[src/rtl/fifo_rd_ctrl_pkg.sv]
// Shared FIFO constants for the read- and write-side pointer controllers.
//   P_SIZE_DEF   : default pointer width (one wrap bit above the address)
//   AE_LEVEL_DEF : default almost-empty threshold in entries
//   FIFO_DEPTH   : storage depth for the default pointer width
package fifo_rd_ctrl_pkg;

  localparam int unsigned P_SIZE_DEF   = 4;
  localparam int unsigned AE_LEVEL_DEF = 1;
  localparam int unsigned FIFO_DEPTH   = 2 ** (P_SIZE_DEF - 1);

  // Depth for an arbitrary pointer width; the extra MSB only tells full from empty.
  function automatic int unsigned fifo_depth(input int unsigned p_size);
    return 2 ** (p_size - 1);
  endfunction

endpackage

[src/rtl/fifo_rd_ctrl_if.sv]
// Read-side FIFO bus between the read-pointer controller and its user.
//   rinc          : read request, one entry per asserted cycle
//   wq2_wptr_gray : Gray write pointer, already synchronized into the read clock
//   raddr         : read address into the FIFO memory
//   rptr_gray     : registered Gray read pointer for the write-side synchronizer
//   rempty        : FIFO empty (registered)
//   ralmost_empty : occupancy at or below the almost-empty threshold (registered)
//   rcount        : read-side occupancy (registered)
//   runderflow    : one-cycle pulse for a read request made while empty
// master = FIFO reader / pointer source, slave = fifo_rd_ctrl.
interface fifo_rd_ctrl_if
  import fifo_rd_ctrl_pkg::*;
#(
  parameter int unsigned P_SIZE = P_SIZE_DEF
);

  logic              rinc;
  logic [P_SIZE-1:0] wq2_wptr_gray;
  logic [P_SIZE-2:0] raddr;
  logic [P_SIZE-1:0] rptr_gray;
  logic              rempty;
  logic              ralmost_empty;
  logic [P_SIZE-1:0] rcount;
  logic              runderflow;

  modport master (
    output rinc,
    output wq2_wptr_gray,
    input  raddr,
    input  rptr_gray,
    input  rempty,
    input  ralmost_empty,
    input  rcount,
    input  runderflow
  );

  modport slave (
    input  rinc,
    input  wq2_wptr_gray,
    output raddr,
    output rptr_gray,
    output rempty,
    output ralmost_empty,
    output rcount,
    output runderflow
  );

endinterface

[src/rtl/fifo_rd_ctrl_gray2bin.sv]
// Combinational Gray-to-binary converter, shared by both FIFO pointer controllers.
//   gray_i : Gray-coded pointer
//   bin_o  : equivalent binary pointer
module gray2bin
  import fifo_rd_ctrl_pkg::*;
#(
  parameter int unsigned P_SIZE = P_SIZE_DEF
) (
  input  logic [P_SIZE-1:0] gray_i,
  output logic [P_SIZE-1:0] bin_o
);

  // Each binary bit is the XOR of all Gray bits at or above it.
  always_comb begin
    bin_o = '0;
    for (int unsigned i = 0; i < P_SIZE; i++) begin
      bin_o[i] = ^(gray_i >> i);
    end
  end

endmodule

[src/rtl/fifo_rd_ctrl.sv]
// Read-side pointer controller of an asynchronous FIFO.
//   Rclk   : read-domain clock
//   Rrst_n : asynchronous active-low reset
//   rd_if  : read-side bus (slave modport), see fifo_rd_ctrl_if
// Keeps a binary read pointer, publishes its Gray form to the write domain,
// and derives empty / almost-empty / occupancy / underflow from the already
// synchronized Gray write pointer. No synchronizer flops live here.
module fifo_rd_ctrl
  import fifo_rd_ctrl_pkg::*;
#(
  parameter int unsigned P_SIZE   = P_SIZE_DEF,
  parameter int unsigned AE_LEVEL = AE_LEVEL_DEF
) (
  input  logic          Rclk,
  input  logic          Rrst_n,
  fifo_rd_ctrl_if.slave rd_if
);

  logic [P_SIZE-1:0] rbin_q, rbin_d;
  logic [P_SIZE-1:0] rgray_q, rgray_d;
  logic [P_SIZE-1:0] rcount_q, count_d;
  logic [P_SIZE-1:0] wbin_sync;
  logic              rempty_q, rempty_d;
  logic              ralmost_q, ralmost_d;
  logic              runderflow_q, runderflow_d;
  logic              rd_en;

  gray2bin #(
    .P_SIZE (P_SIZE)
  ) u_gray2bin (
    .gray_i (rd_if.wq2_wptr_gray),
    .bin_o  (wbin_sync)
  );

  always_comb begin
    rd_en        = rd_if.rinc & ~rempty_q;
    rbin_d       = rbin_q + {{(P_SIZE-1){1'b0}}, rd_en};
    rgray_d      = rbin_d ^ (rbin_d >> 1);
    // Modulo subtraction also covers the full case where only the MSBs differ.
    count_d      = wbin_sync - rbin_d;
    rempty_d     = (rgray_d == rd_if.wq2_wptr_gray);
    ralmost_d    = (32'(count_d) <= 32'(AE_LEVEL));
    runderflow_d = rd_if.rinc & rempty_q;
  end

  always_ff @(posedge Rclk or negedge Rrst_n) begin
    if (!Rrst_n) begin
      rbin_q       <= '0;
      rgray_q      <= '0;
      rcount_q     <= '0;
      rempty_q     <= 1'b1;
      ralmost_q    <= 1'b1;
      runderflow_q <= 1'b0;
    end else begin
      rbin_q       <= rbin_d;
      rgray_q      <= rgray_d;
      rcount_q     <= count_d;
      rempty_q     <= rempty_d;
      ralmost_q    <= ralmost_d;
      runderflow_q <= runderflow_d;
    end
  end

  assign rd_if.raddr         = rbin_q[P_SIZE-2:0];
  assign rd_if.rptr_gray     = rgray_q;
  assign rd_if.rempty        = rempty_q;
  assign rd_if.ralmost_empty = ralmost_q;
  assign rd_if.rcount        = rcount_q;
  assign rd_if.runderflow    = runderflow_q;

endmodule

[src/flat_wrapper.sv]
// flat-port wrapper written by rule: the top's interface ports become plain ports
module fifo_rd_ctrl_flat import fifo_rd_ctrl_pkg::*;
#(
  parameter int unsigned P_SIZE   = P_SIZE_DEF,
  parameter int unsigned AE_LEVEL = AE_LEVEL_DEF
)
  (Rclk, Rrst_n, rd_if_rinc, rd_if_wq2_wptr_gray, rd_if_raddr, rd_if_rptr_gray, rd_if_rempty, rd_if_ralmost_empty, rd_if_rcount, rd_if_runderflow);
  fifo_rd_ctrl_if #(.P_SIZE(P_SIZE)) rd_if_i ();
  input  logic Rclk;
  input  logic Rrst_n;
  input wire logic [$bits(rd_if_i.rinc)-1:0] rd_if_rinc;
  input wire logic [$bits(rd_if_i.wq2_wptr_gray)-1:0] rd_if_wq2_wptr_gray;
  output wire logic [$bits(rd_if_i.raddr)-1:0] rd_if_raddr;
  output wire logic [$bits(rd_if_i.rptr_gray)-1:0] rd_if_rptr_gray;
  output wire logic [$bits(rd_if_i.rempty)-1:0] rd_if_rempty;
  output wire logic [$bits(rd_if_i.ralmost_empty)-1:0] rd_if_ralmost_empty;
  output wire logic [$bits(rd_if_i.rcount)-1:0] rd_if_rcount;
  output wire logic [$bits(rd_if_i.runderflow)-1:0] rd_if_runderflow;
  assign rd_if_i.rinc = rd_if_rinc;
  assign rd_if_i.wq2_wptr_gray = rd_if_wq2_wptr_gray;
  assign rd_if_raddr = rd_if_i.raddr;
  assign rd_if_rptr_gray = rd_if_i.rptr_gray;
  assign rd_if_rempty = rd_if_i.rempty;
  assign rd_if_ralmost_empty = rd_if_i.ralmost_empty;
  assign rd_if_rcount = rd_if_i.rcount;
  assign rd_if_runderflow = rd_if_i.runderflow;
  fifo_rd_ctrl #(.P_SIZE(P_SIZE), .AE_LEVEL(AE_LEVEL)) u_core (.Rclk(Rclk), .Rrst_n(Rrst_n), .rd_if(rd_if_i));
endmodule
[config.mk]
export PLATFORM = sky130hd
export DESIGN_NAME = fifo_rd_ctrl_flat
export DESIGN_NICKNAME = d
export VERILOG_FILES = /design/src/rtl/fifo_rd_ctrl_pkg.sv /design/src/rtl/fifo_rd_ctrl_if.sv /design/src/rtl/fifo_rd_ctrl_gray2bin.sv /design/src/rtl/fifo_rd_ctrl.sv /design/src/flat_wrapper.sv
export SDC_FILE = /design/constraint.sdc
export NUM_CORES = 1
export LEC_CHECK = 0
export ABC_AREA = 1
export BUFFER_PORTS_ARGS = -buffer_cell sky130_fd_sc_hd__buf_2
export CORE_MARGIN = 2
export CORE_UTILIZATION = 30
export DETAILED_ROUTE_END_ITERATION = 7
export SKIP_CTS_REPAIR_TIMING = 1
export SLEW_MARGIN = 10
export SYNTH_ARGS = -nofsm -noshare
export SYNTH_HDL_FRONTEND = slang
export SYNTH_HIERARCHICAL = 1
export SYNTH_SLANG_ARGS = --single-unit
[constraint.sdc]
create_clock -name Rclk -period 3.23 [get_ports Rclk]
set_input_delay 0.646 -clock Rclk [delete_from_list [all_inputs] [get_ports Rclk]]
set_output_delay 0.646 -clock Rclk [all_outputs]
set_load 0.05 [all_outputs]
# Word level (Yosys, flattened, before mapping)
# Cells that the tools add are included.
[word_totals]
ff_bits = 15
latch_bits = 0
ram_bits = 0
rom_bits = 0
in_bits = 7
output_inout_bits = 14
word_cells = 18
n_memories = 0
[op_classes]
addsub = 2
n_mul = 0
n_div = 0
order_cmp = 1
eq_ne = 1
shift = 0
muxes = 0
n_bitwise = 4
n_reduce_logical = 4
[ops]
columns = ["cell", "count"]
rows = [
  ["4-bit parity", 4],
  ["4-bit by 1-bit adder with 4-bit output", 1],
  ["4-bit equality test", 1],
  ["4-bit by 1-bit less-or-equal comparator with 1-bit output (second input constant)", 1],
  ["4-bit subtractor", 1],
  ["4-bit by 3-bit bitwise XOR with 4-bit output", 1],
  ["1-bit bitwise AND", 2],
  ["1-bit inverter", 1],
]

# Depth between registers and ports, before layout
[logic_depth]
ltp_word = 5
depth_mapped = 15

# Modules after synthesis
# Netlist, hierarchy kept.
[modules_own_cells]
columns = ["module", "instances", "cells_each", "area_each_um2"]
rows = [
  ["fifo_rd_ctrl", 1, 103, 763.2],
  ["gray2bin", 1, 21, 90.1],
]

# Least setup slack after synthesis
# Ideal clock, no wire load.
[synth_timing]
path_kind = "register -> register"
startpoint = "register u_core.rempty_q, in the netlist u_core/rd_if.rempty"
endpoint = "register u_core.ralmost_q, in the netlist u_core/rd_if.ralmost_empty"
arrival_ps = 2151
required_ps = 3166
path_slack_ps = 1015
path_stages_with_launch = 14
n_path_buf = 0
cell_sequence = "dfstp_2 nor2_1 ha_1 ha_1 inv_1 nand2_1 inv_1 nor2_1 ha_1 nor2_1 inv_1 nand2_1 nand3b_1 nor2_2"
[synth_between]
elab_chain_cells = 5
[synth_rtl]
columns = ["element", "line", "text"]
rows = [
  ["start, declared", "fifo_rd_ctrl.sv:23", "logic rempty_q, rempty_d;"],
  ["start signal, assigned", "fifo_rd_ctrl.sv:58", "rempty_q <= rempty_d;"],
  ["1-bit inverter", "fifo_rd_ctrl.sv:36", "rd_en = rd_if.rinc & ~rempty_q;"],
  ["1-bit bitwise AND", "fifo_rd_ctrl.sv:36", ""],
  ["4-bit by 1-bit adder with 4-bit output", "fifo_rd_ctrl.sv:37", "rbin_d = rbin_q + {{(P_SIZE-1){1'b0}}, rd_en};"],
  ["net u_core.rbin_d[1]", "fifo_rd_ctrl.sv:19", "logic [P_SIZE-1:0] rbin_q, rbin_d;"],
  ["4-bit subtractor", "fifo_rd_ctrl.sv:40", "count_d = wbin_sync - rbin_d;"],
  ["4-bit by 1-bit less-or-equal comparator with 1-bit output", "fifo_rd_ctrl.sv:42", "ralmost_d = (32'(count_d) <= 32'(AE_LEVEL));"],
  ["net u_core.ralmost_d", "fifo_rd_ctrl.sv:24", "logic ralmost_q, ralmost_d;"],
  ["end signal, assigned", "fifo_rd_ctrl.sv:59", "ralmost_q <= ralmost_d;"],
  ["end, declared", "fifo_rd_ctrl.sv:24", ""],
]
# The timed path passes the listed nets, and every way through them passes these cells.

# Worst setup path in the final report
# Ends and elaborated chain as after synthesis.

==> metrics <==
status completed; clk_skew 0.00734 ns; cts bufs inserted 3; Hold Path Class primary input to async pin; GRT Total Usage 11.3%; Area Overhead vs Synth 18.0%; RSZ-0062 raised after global routing no; drt pass-1 iters 5; mux share of post-synthesis cell area 0%; final WL 1.68 mm; Root Buffer clkbuf_4; DRC viols 0; Final setup viols 0; FFs w/ async S/R, synth 100%; Final Non-Filler Cells 177; CTS max path bufs 2; initial antenna violation count 0; clk_lat worst skew 0.27 ns; Final Critical Period 2.17 ns; global-route wire length before repair 2.79 mm; layout cells sized above 1 21.2%; routability cong. 0.806; routed vias 798; clock sink count 14; Rel. slew slack 79.0%; slowest cell delay on critical path 0.54 ns; crit start category flip-flop; Post-synth top cells nand2_1, inv_1, dfrtp_1, nand3_1, nor2_1; hold violation count in the final report 0; Final period util 67.3%; Min Hold Slack 0.250 ns; post-synthesis cell count 124; initial core utilization 31.2%; via/cell ratio 4.51; WL per Instance 9.51 µm; yosys warns 6; DRT iter0 DRCs 27; CP Capture Type flip-flop; final worst slack 1.06 ns; placeable core region 2730 µm²; Post-Synth Adder-Cell Area 5.87%; Die Wd 57.3 µm; Overflow after GRT 0; register area share after synthesis 41.3%; Top FF cell, synth dfrtp_1; Mapped Nets 135; Max FO, Critical Path 5; Unique masters post-synth 14; largest net degree at the start of global routing 15; Mapped Area 853 µm²; DP Cell Count 174; Mean Syn Cell Area 6.88 µm²; Synth Area in XOR/XNOR 1.03%; most common cell in the netlist nand2_1; Synth area leader dfrtp_1; post-synthesis compound-gate area fraction 0.587%; Critical Path RT 3.44 ns; I/O Buffers 20; Synth area leaders dfrtp_1, nand2_1, inv_1; Worst Tran Pin Value 0.316 ns; Post-DP HPWL 1.37 mm; number of global-route vias before repair 710; H-tree lvl count 1; Final #Nets 159; combinational family with the most area after synthesis simple AND/OR/NAND/NOR gates; Die Area 3290 µm²; synthesized-area fraction occupied by and/or/nand/nor cells 41.1%; Ports 21; remaining antenna violation count 0; CTS tree done; max cap viols 0; Post-synth EDFFs 0; crit-path cells nor2_1, ha_1, ha_1, inv_1, nand2_1, inv_1, nor2_1, ha_1, nor2_1, inv_1, nand2_1, nand3b_1, nor2_2; number of diodes 0; Yosys reg bits 14; critical path type flip-flop to flip-flop; Peak Freq 460 MHz; Reg clk slew, reported paths 0.08 ns; Synth top area share 35.2%; # rows 19; pre-CTS setup slack 0.814 ns; Die Ht 57.3 µm; max-slew violations 0; CP arrival 2.38 ns; setup TNS 0 ns; CP max stage cell dfstp_2
## sequential cells by signal, summed over array words and instances, names as in the netlist
signal	cells
u_core/rd_if.ralmost_empty	1
u_core/rd_if.rempty	1
u_core/rd_if.rcount	4
u_core/rd_if.rptr_gray	3
u_core/rbin_q	4
u_core/rd_if.runderflow	1
## final timing paths
kind	from	endpoint	slack [ns]	cells after the start
setup / recovery	u_core/rd_if.rempty	u_core/rd_if.ralmost_empty	1.06	13
hold / removal	Rrst_n	u_core/rd_if.runderflow	0.25	1
setup reg to reg	u_core/rd_if.rempty	u_core/rd_if.ralmost_empty	1.06	13
hold reg to reg	u_core/rd_if.rempty	u_core/rd_if.runderflow	0.49	2
max in group asynchronous	Rrst_n	u_core/rd_if.ralmost_empty	2.68	1
min in group Rclk	u_core/rd_if.rempty	u_core/rd_if.runderflow	0.49	2
## per-layer routing
metal  GRT usage (%)  wire [µm]  vias to the layer above
met4            6.98          0                        0
li1                -          -                      418
met2            18.4        805                       22
met3            2.04         66                        0
met5               0          0                        -
met1            13.8        813                      358
## worst max-delay path: cells and delay by family, from the launching register on
family                   cells  cell delay, ns
AND/OR/NAND/NOR              7            0.57
adder cells (fa/ha/maj)      3            0.76
buffers and inverters        3            0.23
flip-flops                   1            0.54
## metrics by stage
stage | utilization, % | cell area [µm²]
2_1_floorplan | - | 853
3_3_place_gp | 36.0 | 985
3_5_place_dp | 36.0 | 985
4_1_cts | 36.8 | 1010
5_1_grt | 36.8 | 1010
6_report | 36.8 | 1010
## final cells by class
class	instances	area [µm²]
clock buffers	3	22.5
fillers	307	1730
inverters	21	78.8
multi-input cells	88	414
flip-flops and latches	14	353
well taps	31	38.8
repair buffers	20	100
## cells by family after synthesis
| logic type | count (synthesis) |
|---|---|
| flip-flops | 14 |
| XOR/XNOR | 1 |
| AO/OA/AOI/OAI | 1 |
| adder cells (fa/ha/maj) | 4 |
| AND/OR/NAND/NOR | 82 |
| buffers and inverters | 22 |
## placed cells by master (no fill, tap or decap)
cell / n
nand2_2: 5
xnor2_1: 1
nand2_1: 55
ha_1: 4
dfstp_2: 2
inv_1: 21
nor2_2: 1
nand3_1: 9
dfrtp_1: 12
buf_2: 20
nand4_1: 2
nor2_1: 7
nand3b_1: 3
clkbuf_4: 3
a21oi_1: 1
Power is left out: the tool's default activity adds up to more than one toggle a clock period on the data nets, which glitch-free logic cannot reach.
